`src/rtl/div_radix4_pkg.sv`:
```
// Shared types and sizing helpers for the radix-4 divider.
package div_pkg;

  // Controller states: IDLE waits for a request, CALC iterates, FIX applies
  // signs, DONE presents the result strobe.
  typedef enum logic [1:0] {
    ST_IDLE = 2'd0,
    ST_CALC = 2'd1,
    ST_FIX  = 2'd2,
    ST_DONE = 2'd3
  } state_e;

  // Quotient digit chosen by one radix-4 iteration.
  typedef enum logic [1:0] {
    DIG_0 = 2'd0,
    DIG_1 = 2'd1,
    DIG_2 = 2'd2,
    DIG_3 = 2'd3
  } digit_e;

  // Iteration counter width: holds up to WIDTH/2 iterations without wrapping.
  function automatic int cnt_width(input int width);
    return $clog2(width / 32'sd2) + 32'sd1;
  endfunction

endpackage

```
`src/rtl/div_radix4_if.sv`:
```
// Request/response bundle between a requester and the radix-4 divider.
interface div_radix4_if #(
  parameter int WIDTH = 32
);
  logic             pause;
  logic             flush;
  logic             en;
  logic             signed_op;
  logic [WIDTH-1:0] dividend;
  logic [WIDTH-1:0] divisor;
  logic             ready;
  logic             vout;
  logic [WIDTH-1:0] q;
  logic [WIDTH-1:0] r;

  modport master (
    output pause, flush, en, signed_op, dividend, divisor,
    input  ready, vout, q, r
  );

  modport slave (
    input  pause, flush, en, signed_op, dividend, divisor,
    output ready, vout, q, r
  );
endinterface

```
`src/rtl/div_radix4_lzc.sv`:
```
// Leading-one detector: index of the most significant set bit plus a zero flag.
module div_radix4_lzc #(
  parameter int WIDTH = 32
) (
  input  logic [WIDTH-1:0]         i_val,
  output logic [$clog2(WIDTH)-1:0] o_msb,
  output logic                     o_zero
);
  localparam int IW = $clog2(WIDTH);

  // Scan upward so the highest set bit is the last one to win.
  always_comb begin
    o_msb  = '0;
    o_zero = ~|i_val;
    for (int i = 0; i < WIDTH; i++) begin
      o_msb = i_val[i] ? IW'(i) : o_msb;
    end
  end
endmodule

```
`src/rtl/div_radix4.sv`:
```
// Radix-4 restoring divider (signed/unsigned) with early-out on the dividend's
// leading one, special-case bypass, stall (pause) and abort (flush).
module div_radix4
  import div_pkg::*;
#(
  parameter int WIDTH = 32
) (
  input  logic        clk,
  input  logic        reset_n,
  div_radix4_if.slave bus
);
  localparam int CW = cnt_width(WIDTH);
  localparam int IW = $clog2(WIDTH);
  localparam int PW = WIDTH + 2;

  // Registered state, operands and outputs
  state_e           r_state;
  logic             r_ready;
  logic             r_vout;
  logic [WIDTH-1:0] r_q;
  logic [WIDTH-1:0] r_r;
  logic [CW-1:0]    r_cnt;
  logic [PW-1:0]    r_pr;   // partial remainder
  logic [WIDTH-1:0] r_qd;   // dividend bits shift out of the top, digits in at the bottom
  logic [WIDTH-1:0] r_b;    // |divisor|
  logic [PW-1:0]    r_b3;   // 3*|divisor|
  logic             r_neg_q;
  logic             r_neg_r;

  // Combinational helpers
  state_e           w_state_next;
  logic             w_accept;
  logic             w_neg_a;
  logic             w_neg_b;
  logic             w_div0;
  logic             w_ovf;
  logic             w_zero;
  logic             w_special;
  logic [WIDTH-1:0] w_mag_a;
  logic [WIDTH-1:0] w_mag_b;
  logic [WIDTH-1:0] w_a_norm;
  logic [IW-1:0]    w_msb;
  logic [IW-1:0]    w_shamt;
  logic [CW-1:0]    w_n;
  logic [PW-1:0]    w_b3;
  logic [PW+1:0]    w_pr_sh;
  logic [PW+2:0]    w_d1;
  logic [PW+2:0]    w_d2;
  logic [PW+2:0]    w_d3;
  digit_e           w_digit;
  logic [PW-1:0]    w_pr_next;

  div_radix4_lzc #(.WIDTH(WIDTH)) u_lzc (
    .i_val  (w_mag_a),
    .o_msb  (w_msb),
    .o_zero (w_zero)
  );

  // Operand magnitudes, special-case detection and normalisation at accept.
  always_comb begin
    w_accept  = bus.en & r_ready & ~bus.pause;
    w_neg_a   = bus.signed_op & bus.dividend[WIDTH-1];
    w_neg_b   = bus.signed_op & bus.divisor[WIDTH-1];
    w_mag_a   = w_neg_a ? (~bus.dividend + WIDTH'(1'b1)) : bus.dividend;
    w_mag_b   = w_neg_b ? (~bus.divisor + WIDTH'(1'b1)) : bus.divisor;
    w_div0    = ~|bus.divisor;
    w_ovf     = bus.signed_op & (bus.dividend == {1'b1, {(WIDTH-1){1'b0}}}) & (&bus.divisor);
    w_special = w_div0 | w_ovf | w_zero;
    // Even shift so the top bit pair of the normalised dividend is nonzero.
    w_shamt   = (IW'(WIDTH - 1) - w_msb) & ~IW'(1'b1);
    w_a_norm  = w_mag_a << w_shamt;
    w_n       = CW'(w_msb[IW-1:1]) + CW'(1'b1);
    w_b3      = {2'b00, w_mag_b} + {1'b0, w_mag_b, 1'b0};
  end

  // One radix-4 step: pick the largest multiple of b not exceeding 4*pr+bits.
  always_comb begin
    w_pr_sh   = {r_pr, r_qd[WIDTH-1:WIDTH-2]};
    w_d1      = {1'b0, w_pr_sh} - {5'b00000, r_b};
    w_d2      = {1'b0, w_pr_sh} - {4'b0000, r_b, 1'b0};
    w_d3      = {1'b0, w_pr_sh} - {3'b000, r_b3};
    w_digit   = DIG_0;
    w_pr_next = PW'(w_pr_sh);
    if (!w_d3[PW+2]) begin
      w_digit   = DIG_3;
      w_pr_next = PW'(w_d3);
    end else if (!w_d2[PW+2]) begin
      w_digit   = DIG_2;
      w_pr_next = PW'(w_d2);
    end else if (!w_d1[PW+2]) begin
      w_digit   = DIG_1;
      w_pr_next = PW'(w_d1);
    end else begin
      w_digit   = DIG_0;
      w_pr_next = PW'(w_pr_sh);
    end
  end

  // Next-state logic; flush beats pause, pause beats normal progress.
  always_comb begin
    w_state_next = r_state;
    case (r_state)
      ST_IDLE: begin
        if (w_accept) begin
          w_state_next = w_special ? ST_DONE : ST_CALC;
        end else begin
          w_state_next = ST_IDLE;
        end
      end
      ST_CALC: begin
        if (r_cnt == CW'(1'b1)) begin
          w_state_next = ST_FIX;
        end else begin
          w_state_next = ST_CALC;
        end
      end
      ST_FIX:  w_state_next = ST_DONE;
      ST_DONE: w_state_next = ST_IDLE;
      default: w_state_next = ST_IDLE;
    endcase
    if (bus.flush) begin
      w_state_next = ST_IDLE;
    end else if (bus.pause) begin
      w_state_next = r_state;
    end else begin
      w_state_next = w_state_next;
    end
  end

  // State register with registered ready/vout decoded from the next state.
  always_ff @(posedge clk or negedge reset_n) begin
    if (!reset_n) begin
      r_state <= ST_IDLE;
      r_ready <= 1'b1;
      r_vout  <= 1'b0;
    end else begin
      r_state <= w_state_next;
      r_ready <= (w_state_next == ST_IDLE);
      r_vout  <= (w_state_next == ST_DONE);
    end
  end

  // Datapath: operand capture, iteration, sign fix-up and result registers.
  always_ff @(posedge clk or negedge reset_n) begin
    if (!reset_n) begin
      r_cnt   <= '0;
      r_pr    <= '0;
      r_qd    <= '0;
      r_b     <= '0;
      r_b3    <= '0;
      r_neg_q <= 1'b0;
      r_neg_r <= 1'b0;
      r_q     <= '0;
      r_r     <= '0;
    end else if (bus.flush) begin
      r_cnt <= '0;
    end else if (bus.pause) begin
      r_cnt <= r_cnt;
    end else begin
      case (r_state)
        ST_IDLE: begin
          if (w_accept) begin
            r_b     <= w_mag_b;
            r_b3    <= w_b3;
            r_pr    <= '0;
            r_qd    <= w_a_norm;
            r_cnt   <= w_n;
            r_neg_q <= w_neg_a ^ w_neg_b;
            r_neg_r <= w_neg_a;
            if (w_div0) begin
              r_q <= '1;
              r_r <= bus.dividend;
            end else if (w_ovf) begin
              r_q <= bus.dividend;
              r_r <= '0;
            end else if (w_zero) begin
              r_q <= '0;
              r_r <= '0;
            end else begin
              r_q <= r_q;
            end
          end else begin
            r_cnt <= r_cnt;
          end
        end
        ST_CALC: begin
          r_pr  <= w_pr_next;
          r_qd  <= {r_qd[WIDTH-3:0], w_digit};
          r_cnt <= r_cnt - CW'(1'b1);
        end
        ST_FIX: begin
          r_q <= r_neg_q ? (~r_qd + WIDTH'(1'b1)) : r_qd;
          r_r <= WIDTH'(r_neg_r ? (~r_pr + PW'(1'b1)) : r_pr);
        end
        ST_DONE: r_cnt <= r_cnt;
        default: r_cnt <= '0;
      endcase
    end
  end

  assign bus.ready = r_ready;
  assign bus.vout  = r_vout;
  assign bus.q     = r_q;
  assign bus.r     = r_r;

endmodule

```
`src/flat_wrapper.sv`:
```
// flat-port wrapper written by rule: the top's interface ports become plain ports
module div_radix4_flat import div_pkg::*;
#(
  parameter int WIDTH = 32
)
  (clk, reset_n, bus_pause, bus_flush, bus_en, bus_signed_op, bus_dividend, bus_divisor, bus_ready, bus_vout, bus_q, bus_r);
  div_radix4_if #(.WIDTH(WIDTH)) bus_i ();
  input  logic clk;
  input  logic reset_n;
  input wire logic [$bits(bus_i.pause)-1:0] bus_pause;
  input wire logic [$bits(bus_i.flush)-1:0] bus_flush;
  input wire logic [$bits(bus_i.en)-1:0] bus_en;
  input wire logic [$bits(bus_i.signed_op)-1:0] bus_signed_op;
  input wire logic [$bits(bus_i.dividend)-1:0] bus_dividend;
  input wire logic [$bits(bus_i.divisor)-1:0] bus_divisor;
  output wire logic [$bits(bus_i.ready)-1:0] bus_ready;
  output wire logic [$bits(bus_i.vout)-1:0] bus_vout;
  output wire logic [$bits(bus_i.q)-1:0] bus_q;
  output wire logic [$bits(bus_i.r)-1:0] bus_r;
  assign bus_i.pause = bus_pause;
  assign bus_i.flush = bus_flush;
  assign bus_i.en = bus_en;
  assign bus_i.signed_op = bus_signed_op;
  assign bus_i.dividend = bus_dividend;
  assign bus_i.divisor = bus_divisor;
  assign bus_ready = bus_i.ready;
  assign bus_vout = bus_i.vout;
  assign bus_q = bus_i.q;
  assign bus_r = bus_i.r;
  div_radix4 #(.WIDTH(WIDTH)) u_core (.clk(clk), .reset_n(reset_n), .bus(bus_i));
endmodule
```
`config.mk`:
```
export PLATFORM = sky130hd
export DESIGN_NAME = div_radix4_flat
export DESIGN_NICKNAME = d
export VERILOG_FILES = /design/src/rtl/div_radix4_pkg.sv /design/src/rtl/div_radix4_if.sv /design/src/rtl/div_radix4_lzc.sv /design/src/rtl/div_radix4.sv /design/src/flat_wrapper.sv
export SDC_FILE = /design/constraint.sdc
export NUM_CORES = 1
export LEC_CHECK = 0
export CELL_PAD_IN_SITES_DETAIL_PLACEMENT = 0
export CELL_PAD_IN_SITES_GLOBAL_PLACEMENT = 1
export CORE_AREA = 2 2 239 194
export DETAILED_ROUTE_END_ITERATION = 8
export DIE_AREA = 0 0 241 196
export PLACE_DENSITY = 0.88
export SYNTH_ARGS = -nofsm -noshare
export SYNTH_HDL_FRONTEND = slang
export SYNTH_SLANG_ARGS = --single-unit
```
`constraint.sdc`:
```
create_clock -name clk -period 5.3 [get_ports clk]
set_input_delay 0.53 -clock clk [delete_from_list [all_inputs] [get_ports clk]]
set_output_delay 0.53 -clock clk [all_outputs]
set_load 0.01 [all_outputs]
```
Yosys cells after proc, flatten, opt, wreduce, memory -nomap -nowiden
Cells that the tools add are included.
Cells by class
  equality and inequality tests: 10
  $add $sub $neg: 11
  shifts and indexed selects: 1
  muxes and demuxes: 64
  bitwise operators: 15
  reduce and logical (&&, ||, !) cells: 14
Operator list (number)
  32-bit 2-to-1 mux: 12
  32-bit one-hot mux with 2 select lines: 3
  34-bit 2-to-1 mux: 4
  32-bit by 1-bit adder with 32-bit output (second input constant): 4
  32-bit NOT: 4
  5-bit 2-to-1 mux: 19
  34-bit one-hot mux with 2 select lines: 1
  32-bit OR reduction: 2
  36-bit by 32-bit subtractor with 37-bit output: 1
  36-bit by 33-bit subtractor with 37-bit output: 1
  36-bit by 34-bit subtractor with 37-bit output: 1
  32-bit by 33-bit adder with 34-bit output: 1
  32-bit equality test (second input constant): 1
  4-bit 2-to-1 mux: 8
  32-bit AND reduction: 1
  32-bit by 5-bit << shifter with 32-bit output: 1
  2-bit 2-to-1 mux: 9
  3-bit 2-to-1 mux: 4
  5-bit one-hot mux with 2 select lines: 1
  2-bit one-hot mux with 4 select lines: 1
  4-bit AND reduction: 2
  1-bit bitwise AND: 6
  2-bit equality test (second input constant): 3
  4-bit by 1-bit adder with 5-bit output (second input constant): 1
  other kinds (17): 24
Word-level totals
  word-level logic and storage cells: 127
  bits of input ports: 70
  bits in registers: 207
  output and inout port bits: 66

Longest topological paths before layout
Gate-level depths: netlist of the first run.
  depth after elaboration: 39
  mapped depth: 19
  depth with buffers taken out: 18

By module
From an unflattened synthesis of the first run, not the netlist that was laid out.
Unflattened totals
  cell total of the unflattened synthesis: 2600
  area total of the unflattened synthesis: 19804.0 um^2
By module, submodules not included
  div_radix4: times used 1, cells an instance 2535, area each 19469.9 um^2, seq. area each 5156.2 um^2
  div_radix4_lzc: times used 1, cells an instance 65, area each 334.1 um^2, seq. area each 0.0 um^2

Least setup slack after synthesis of the first run
No wires, ideal clock.
  kind: input to register
  start: in bus_signed_op
  end: reg u_core.r_b3[33]
  path buffers: 2
  path slack: 1033 ps
  arrival: 4136 ps
  stages on the path: 19
  library setup time: 130 ps
  cells stage by stage: clkbuf_1 > nand2_1 > clkbuf_1 > mux2i_1 > inv_1 > ha_1 > inv_1 > fa_1 > nor2b_1 > o21a_1 > o21ai_0 > a221o_1 > a21oi_1 > o41a_1 > a221o_1 > a31oi_1 > a21oi_1 > a211oi_1 > a21oi_1
On the way
  cells in the longest elaborated chain, start to end: 3
Ends and longest elaborated chain
  from (decl): RTL line flat_wrapper.sv:13  | input wire logic [$bits(bus_i.signed_op)-1:0] bus_signed_op;
  1-bit bitwise AND: RTL line div_radix4.sv:63  | w_neg_b = bus.signed_op & bus.divisor[WIDTH-1];
  32-bit 2-to-1 mux: RTL line div_radix4.sv:65  | w_mag_b = w_neg_b ? (~bus.divisor + WIDTH'(1'b1)) : bus.divisor;
  via u_core.w_mag_b[1]: RTL line div_radix4.sv:40  | logic [WIDTH-1:0] w_mag_b;
  32-bit by 33-bit adder with 34-bit output: RTL line div_radix4.sv:73  | w_b3 = {2'b00, w_mag_b} + {1'b0, w_mag_b, 1'b0};
  to (signal assigned): RTL line div_radix4.sv:164  | r_b3 <= w_b3;
  to (decl): RTL line div_radix4.sv:26  | logic [PW-1:0] r_b3;
The timed path passes the listed nets, and every way through them passes these cells.
A chain may end at the register's enable or synchronous reset.

Worst setup path after layout of the first run
  start: reg u_core.r_qd[30]
  end: reg u_core.r_pr[28]
On the way
  cells in the longest elaborated chain, start to end: 5
  elaborated cells between the ends (all ways): 7
  those cells by class: 3 x add/sub; 4 x mux
Ends and longest elaborated chain
  from (decl): RTL line div_radix4.sv:24  | logic [WIDTH-1:0] r_qd;
  from (signal assigned): RTL line div_radix4.sv:166  | r_qd <= w_a_norm;
  from (signal assigned): RTL line div_radix4.sv:188  | r_qd <= {r_qd[WIDTH-3:0], w_digit};
  36-bit by 32-bit subtractor with 37-bit output: RTL line div_radix4.sv:79  | w_d1 = {1'b0, w_pr_sh} - {5'b00000, r_b};
  34-bit 2-to-1 mux: RTL line div_radix4.sv:90  | end else if (!w_d1[PW+2]) begin
  34-bit 2-to-1 mux: RTL line div_radix4.sv:87  | end else if (!w_d2[PW+2]) begin
  34-bit 2-to-1 mux (*): RTL line div_radix4.sv:84  | if (!w_d3[PW+2]) begin
  34-bit one-hot mux with 2 select lines (*): RTL line div_radix4.sv:160  | case (r_state)
  to (signal assigned): RTL line div_radix4.sv:187  | r_pr <= w_pr_next;
  to (decl): RTL line div_radix4.sv:23  | logic [PW-1:0] r_pr;
Every way passes the cells marked *; elsewhere a longest branch is shown, timed or not.

==> flow_summary_export.csv, run 1 <==
group,metric,value,unit
place,port_buffers,135,
cts,htreeDepth,1,
route,first_pass_iters,6,
cts,root_buffer,"clkbuf_16",
timing,min_period,4.86,ns
route,drc,0,
cells_and_area,drive_above_1_share,0.0800,
timing,finalWorstSetupSlack,0.436,ns
route,vias_per_cell,6.16,
cells_and_area,antenna_cells,0,
cells_and_area,mostFrequentLayoutCells,"nand2_1, o21ai_0, dfrtp_1",
die,die_y,196,um
cells_and_area,final_common_cell,"nand2_1",
route,routedWlPerCell,21.3,um
global_route,grt_pass1_wl,113000,um
critical_path,worstPathRequired,5.74,ns
outcome,outcome,"finished clean",
synth,synth_top_family_by_area,"compound AO/OA/AOI/OAI gates",
timing,period_share,0.918,
route,drt-total-wl,72400,um
die,ioPinCount,136,
cells_and_area,areaGrowthSynthToFinish,16.5,%
die,start_util,0.454,
synth,synthArstFlopShare,1.00,
timing,worst_pin_slew,1.06,ns
synth,synthesis.area,0.0204,mm^2
die,die_area,0.0472,mm^2
place,dp_hpwl,56500,um
synth,synth_edf_count,0,
power,total_power,0.0116,W
timing,hold_violations,0,
cells_and_area,fill_cells,4376,
die,fp.dieW,241,um
cells_and_area,nets,2981,
synth,avgSynthCellArea,7.79,um^2
power,power_density,486,mW/mm^2
synth,ys_seq_elements,206,
global_route,grt_pass1_vias,19800,
timing,drv_slew,0,
global_route,grt_antenna_before_repair,1,
cts,worstSkewPairLatency,0.57,ns
critical_path,cp_data_arrival_time,5.31,ns
cts,cts_hold_buffers,0,
die,fp-row-count,70,
place,globalplace.congestion,0.969,
route,postRouteAntennaNets,0,
global_route,grt_overflow,0,
timing,maxSlewHeadroom,0.287,
timing,setup_tns,0,ns
power,leakage,10.1,nW
die,core,0.0450,mm^2
timing,holdWs,0.00399,ns
global_route,grt_max_degree,113,
synth,syn_nets,2832,
synth,synth.distinct_cells,89,
synth,synth-xor-area-share,0.0935,
timing,timing.fmax,0.206,GHz
timing,setup_viol,0,
cts,post_cts_buffers,0,
cts,clk_pin_slew_worst_paths,0.06,ns
cts,clockBufferDepth,3,
cts,cts_tree,"done",
place,placed_cells,3354,
cts,cts_buffers,25,
cts,cts_resized,0,
synth,synth_fa_ha_area_frac,0.0885,
critical_path,worst_setup_path_end_kind,"register",
global_route,grt_use_total,0.304,
route,vias,20900,
synth,synth_cells,2620,
critical_path,worst-path-max-fanout,29,
flow_run,cap_violations,0,
critical_path,critPathLaunchType,"register",
synth,synth_compound_area_frac,0.281,
synth,synth-main-ff-cell,"dfrtp_1",
cts,cts_sinks,206,
cells_and_area,final_cells,3400,
route,dr.first_iter.drc_count,2069,
synth,synthMuxAreaShare,0.0334,
synth,ys_seq_area_frac,0.253,
power,ir_drop,0.000322,V
synth,yosys_warnings,0,
critical_path,crit_type,"register to register",
place,dp_slack,0.286,ns
worst_hold_path,hold_class,"primary input to asynchronous set/reset pin",
timing,finClkSkew,0.0292,ns
synth,synthSimpleGateAreaFrac,0.198,
timing,grt_setup_unrepaired,"false",
[critical path, stage by stage (launching register included)]
cell and delay, ns:
dfrtp_1 0.43, inv_1 0.24, ha_1 0.29, inv_1 0.10
fa_1 0.40, a21o_1 0.17, a21oi_1 0.21, o21ai_0 0.25
nand3_1 0.27, a2111o_1 0.28, nand3_1 0.26, a31oi_4 0.80
buf_4 0.33, mux2i_1 0.20, mux2i_1 0.09, a222oi_1 0.31
inv_1 0.08
[state kept, by name, indices dropped and copies added, names as in the netlist, 2 cells and up]
| name | cells |
|---|---|
| u_core.r_b3 | 34 |
| u_core.r_b | 31 |
| u_core.r_cnt | 5 |
| u_core.r_state | 2 |
| u_core.r_pr | 34 |
| u_core.r_qd | 32 |
| u_core.bus.r | 32 |
| u_core.bus.q | 32 |
[cell usage after synthesis (28+ instances only)]
master | count | share of area
mux2i_1 | 49 | 0.024
or3_1 | 34 | 0.010
a31oi_1 | 37 | 0.011
clkbuf_1 | 101 | 0.019
a21oi_1 | 159 | 0.039
inv_1 | 126 | 0.023
nand2_1 | 289 | 0.053
a211oi_1 | 31 | 0.011
ha_1 | 138 | 0.085
nor4_1 | 31 | 0.0095
nand4_1 | 28 | 0.0086
xnor2_1 | 135 | 0.058
nand2b_1 | 29 | 0.0089
a22oi_1 | 37 | 0.014
o21ai_0 | 275 | 0.067
xor2_1 | 83 | 0.036
o21a_1 | 28 | 0.010
nor2_1 | 190 | 0.035
nor3_1 | 70 | 0.017
nand3_1 | 49 | 0.012
a21o_1 | 48 | 0.018
o31ai_1 | 35 | 0.013
dfrtp_1 | 205 | 0.25
[per-stage QoR]
| stage | cell area (um^2) | utilization |
|---|---|---|
| after floorplan | 20400 | - |
| after global placement | 23000 | 0.511 |
| after detailed placement | 23000 | 0.511 |
| after CTS | 23800 | 0.528 |
| after global routing | 23800 | 0.528 |
| final | 23800 | 0.528 |
[cell type report]
type | instances | area, um^2 | share of cell area
multi-input cells | 2149 | 14200 | 0.598
flip-flops and latches | 206 | 5160 | 0.217
repair buffers | 259 | 2350 | 0.0987
well taps | 612 | 766 | 0.0322
clock buffers | 36 | 707 | 0.0297
inverters | 128 | 480 | 0.0202
clock inverters | 10 | 97.6 | 0.00410
[path summary, 6_finish.rpt]
kind                                               from                      endpoint  slack, ns  depth (start not counted)
max in group asynchronous                       reset_n   u_core.bus.r[5]$_DFFE_PN0P_       4.14                          2
hold / removal                                  reset_n  u_core.bus.q[20]$_DFFE_PN0P_      0.004                          1
setup reg to reg            u_core.r_qd[30]$_DFFE_PN0P_   u_core.r_pr[28]$_DFFE_PN0P_       0.44                         16
min in group clk           u_core.bus.r[19]$_DFFE_PN0P_  u_core.bus.r[19]$_DFFE_PN0P_       0.48                          2
setup / recovery            u_core.r_qd[30]$_DFFE_PN0P_   u_core.r_pr[28]$_DFFE_PN0P_       0.44                         16
hold reg to reg            u_core.bus.r[19]$_DFFE_PN0P_  u_core.bus.r[19]$_DFFE_PN0P_       0.48                          2
[cell families after synthesis]
logic type	after synthesis
adder cells (fa/ha/maj)	142
AO/OA/AOI/OAI	885
flip-flops	206
AND/OR/NAND/NOR	840
buffers and inverters	265
XOR/XNOR	218
multiplexers	64
[power breakdown]
group          internal [W]  total [W]  switching, W
sequential          0.00191    0.00243      0.000515
clock              0.000981    0.00173      0.000746
combinational       0.00304    0.00741       0.00438
[layer usage]
metal,global-route usage,part of all wire,wire length (um)
met1,0.456,0.48,34800
met2,0.442,0.41,29900
met3,0.0560,0.078,5620
met4,0.0814,0.027,1970
met5,0,0.00011,8
Note: power is estimated with default switching activity, not from simulation.
==> inputs of run 2 (changes only) <==
==> constraint.sdc (replaced) <==
create_clock -name clk -period 5.3 [get_ports clk]
set_input_delay 1.06 -clock clk [delete_from_list [all_inputs] [get_ports clk]]
set_output_delay 1.06 -clock clk [all_outputs]
set_load 0.01 [all_outputs]
==> run 2 against run 1 <==
Via count is 2.2% higher. Register-to-register slack lost 0.03 ns. Utilization increased by 1.9 points. Hold slack improved by 0.46 ns. Cell count grew 2.9%. First-iteration DRC count up 0.34%. Flip-flop and latch count stayed put. Setup slack got worse by 0.027 ns. Die area stayed put. Clock skew is 0.017 ns lower. Routed wire length increased by 5.0%. Critical path type unchanged. Critical endpoint unchanged. Largest cell class unchanged. Largest power group unchanged.
==> flow_summary_export.csv, run 2 (synthesis gave the netlist of run 1 again) <==
group,metric,value,unit
critical_path,crit_cells,16,
die,core,0.0450,mm^2
power,power_frac_clock,0.151,
place,port_buffers,135,
critical_path,worst_setup_path_end_kind,"register",
timing,finalWorstSetupSlack,0.410,ns
global_route,grt_use_total,0.320,
route,vias,21400,
route,dr.first_iter.drc_count,2076,
critical_path,reg2reg_from,"u_core.r_qd[30]$_DFFE_PN0P_",
place,dp_slack,-0.101,ns
power,pwr-share-seq,0.206,
outcome,outcome,"finished clean",
cts,cts_hold_buffers,0,
cells_and_area,nets,3081,
die,fp-row-count,70,
critical_path,cp_slowest_cell,"a31oi_4",
global_route,grt_max_degree,103,
timing,worst_pin_slew,1.05,ns
power,ir_drop,0.000354,V
cells_and_area,final_area,0.0246,mm^2
critical_path,worst-path-buf-inv,4,
power,intPower,0.00607,W
timing,finClkSkew,0.0126,ns
critical_path,cp_slowest_stage_delay,0.70,ns
cts,htreeDepth,1,
flow_run,cap_violations,0,
critical_path,cp-startpoint,"u_core.r_qd[30]$_DFFE_PN0P_",
cells_and_area,drive_above_1_share,0.114,
place,globalplace.congestion,0.997,
cts,clockBufferDepth,3,
cts,cts_sinks,206,
timing,period_share,0.923,
timing,drv_slew,0,
global_route,grt_pass1_vias,20100,
critical_path,cp_data_arrival_time,5.34,ns
cells_and_area,seqCellArea,0.00516,mm^2
cells_and_area,mostFrequentLayoutCells,"nand2_1, o21ai_0, buf_4",
critical_path,reg2regPathDepth,16,
critical_path,worst-path-max-fanout,15,
route,drt-total-wl,76000,um
cells_and_area,antenna_cells,0,
critical_path,cp_cell_sequence,"inv_1 -> ha_1 -> inv_1 -> fa_1 -> a21o_1 -> a21oi_1 -> o21ai_0 -> nand3_1 -> a2111o_1 -> nand3_1 -> a31oi_4 -> buf_4 -> mux2i_1 -> mux2i_1 -> a222oi_1 -> inv_1",
die,fp.dieW,241,um
cells_and_area,final_cells,3500,
route,postRouteAntennaNets,0,
timing,min_period,4.89,ns
timing,setup_tns,0,ns
worst_hold_path,hold_class,"primary input to asynchronous set/reset pin",
place,placed_cells,3453,
die,ioPinCount,136,
critical_path,crit_type,"register to register",
timing,maxSlewHeadroom,0.298,
cts,post_cts_buffers,0,
global_route,grt_overflow,0,
critical_path,critPathTopFamily,"compound AO/OA/AOI/OAI gates",
power,leakage,10.7,nW
cells_and_area,fill_cells,4349,
cells_and_area,largest_registers,"u_core.r_b3: 34 flops, u_core.r_pr: 34 flops",
cells_and_area,utilization,0.547,
global_route,grt_pass1_wl,118000,um
route,first_pass_iters,6,
timing,timing.fmax,0.204,GHz
cts,worstSkewPairLatency,0.57,ns
power,power_density,481,mW/mm^2
route,vias_per_cell,6.11,
cells_and_area,areaGrowthSynthToFinish,20.7,%
power,power.switching,0.00577,W
die,start_util,0.454,
route,routedWlPerCell,21.7,um
critical_path,worstPathRequired,5.75,ns
cells_and_area,multi_input_area,0.0142,mm^2
route,drc,0,
cts,cts_tree,"done",
die,die_y,196,um
timing,setup_viol,0,
critical_path,critPathLaunchType,"register",
cts,cts_resized,0,
power,power_frac_comb,0.642,
place,post_dp_cell_area,0.0238,mm^2
timing,hold_violations,0,
die,die_area,0.0472,mm^2
place,dp_hpwl,59700,um
cells_and_area,final_common_cell,"nand2_1",
critical_path,rr_endpoint,"u_core.r_pr[28]$_DFFE_PN0P_",
power,power.share.switching,0.487,
global_route,grt_antenna_before_repair,1,
critical_path,crit_end,"u_core.r_pr[28]$_DFFE_PN0P_",
cts,root_buffer,"clkbuf_16",
cts,cts_buffers,25,
timing,grt_setup_unrepaired,"false",
critical_path,critPathMostFrequentCell,"inv_1",
cts,clk_pin_slew_worst_paths,0.07,ns
critical_path,r2r_slack,0.41,ns
-- run 2: power groups by stage --
stage | sequential [W] | combinational (W) | clock [W]
CTS | 0.00243 | 0.00742 | 0.00182
finish | 0.00244 | 0.00761 | 0.00179
floorplan | 0.00224 | 0.00542 | 0
global placement | 0.00244 | 0.00722 | 0
detailed placement | 0.00245 | 0.00736 | 0
global route | 0.00249 | 0.00840 | 0.00188
-- run 2: how the worst min path moves through the flow --
stage                                            start                            to  slack, ns  cells past startpoint
after floorplan            u_core.r_b3[30]$_DFFE_PN0P_   u_core.r_b3[30]$_DFFE_PN0P_       0.45                      2
after global placement    u_core.bus.q[22]$_DFFE_PN0P_  u_core.bus.q[22]$_DFFE_PN0P_       0.46                      2
after detailed placement  u_core.bus.q[22]$_DFFE_PN0P_  u_core.bus.q[22]$_DFFE_PN0P_       0.47                      2
after CTS                                      reset_n  u_core.bus.q[18]$_DFFE_PN0P_       0.47                      1
after global routing                           reset_n  u_core.bus.q[20]$_DFFE_PN0P_       0.50                      1
final                                          reset_n  u_core.bus.q[18]$_DFFE_PN0P_       0.47                      1
-- run 2: metal layers --
layer	share of wire	vias to the layer above	track usage	wire, um
met2	0.40	885	0.450	30400
met5	0	-	0	0
met1	0.48	10200	0.496	36600
met4	0.034	0	0.103	2590
li1	-	10200	-	-
met3	0.085	125	0.0464	6430
-- run 2: area by class of cell --
cell class,instances,share of cell area
multi-input cells,2150,0.578
flip-flops and latches,206,0.209
repair buffers,358,0.128
well taps,612,0.0311
clock buffers,33,0.0299
inverters,128,0.0195
clock inverters,13,0.00467
-- run 2: metrics by stage --
stage | hold WS [ns] | power, W
6_report | 0.467 | 0.0118
5_1_grt | 0.502 | 0.0128
4_1_cts | 0.472 | 0.0117
3_5_place_dp | 0.470 | 0.00981
3_3_place_gp | 0.463 | 0.00966
2_1_floorplan | 0.449 | 0.00766
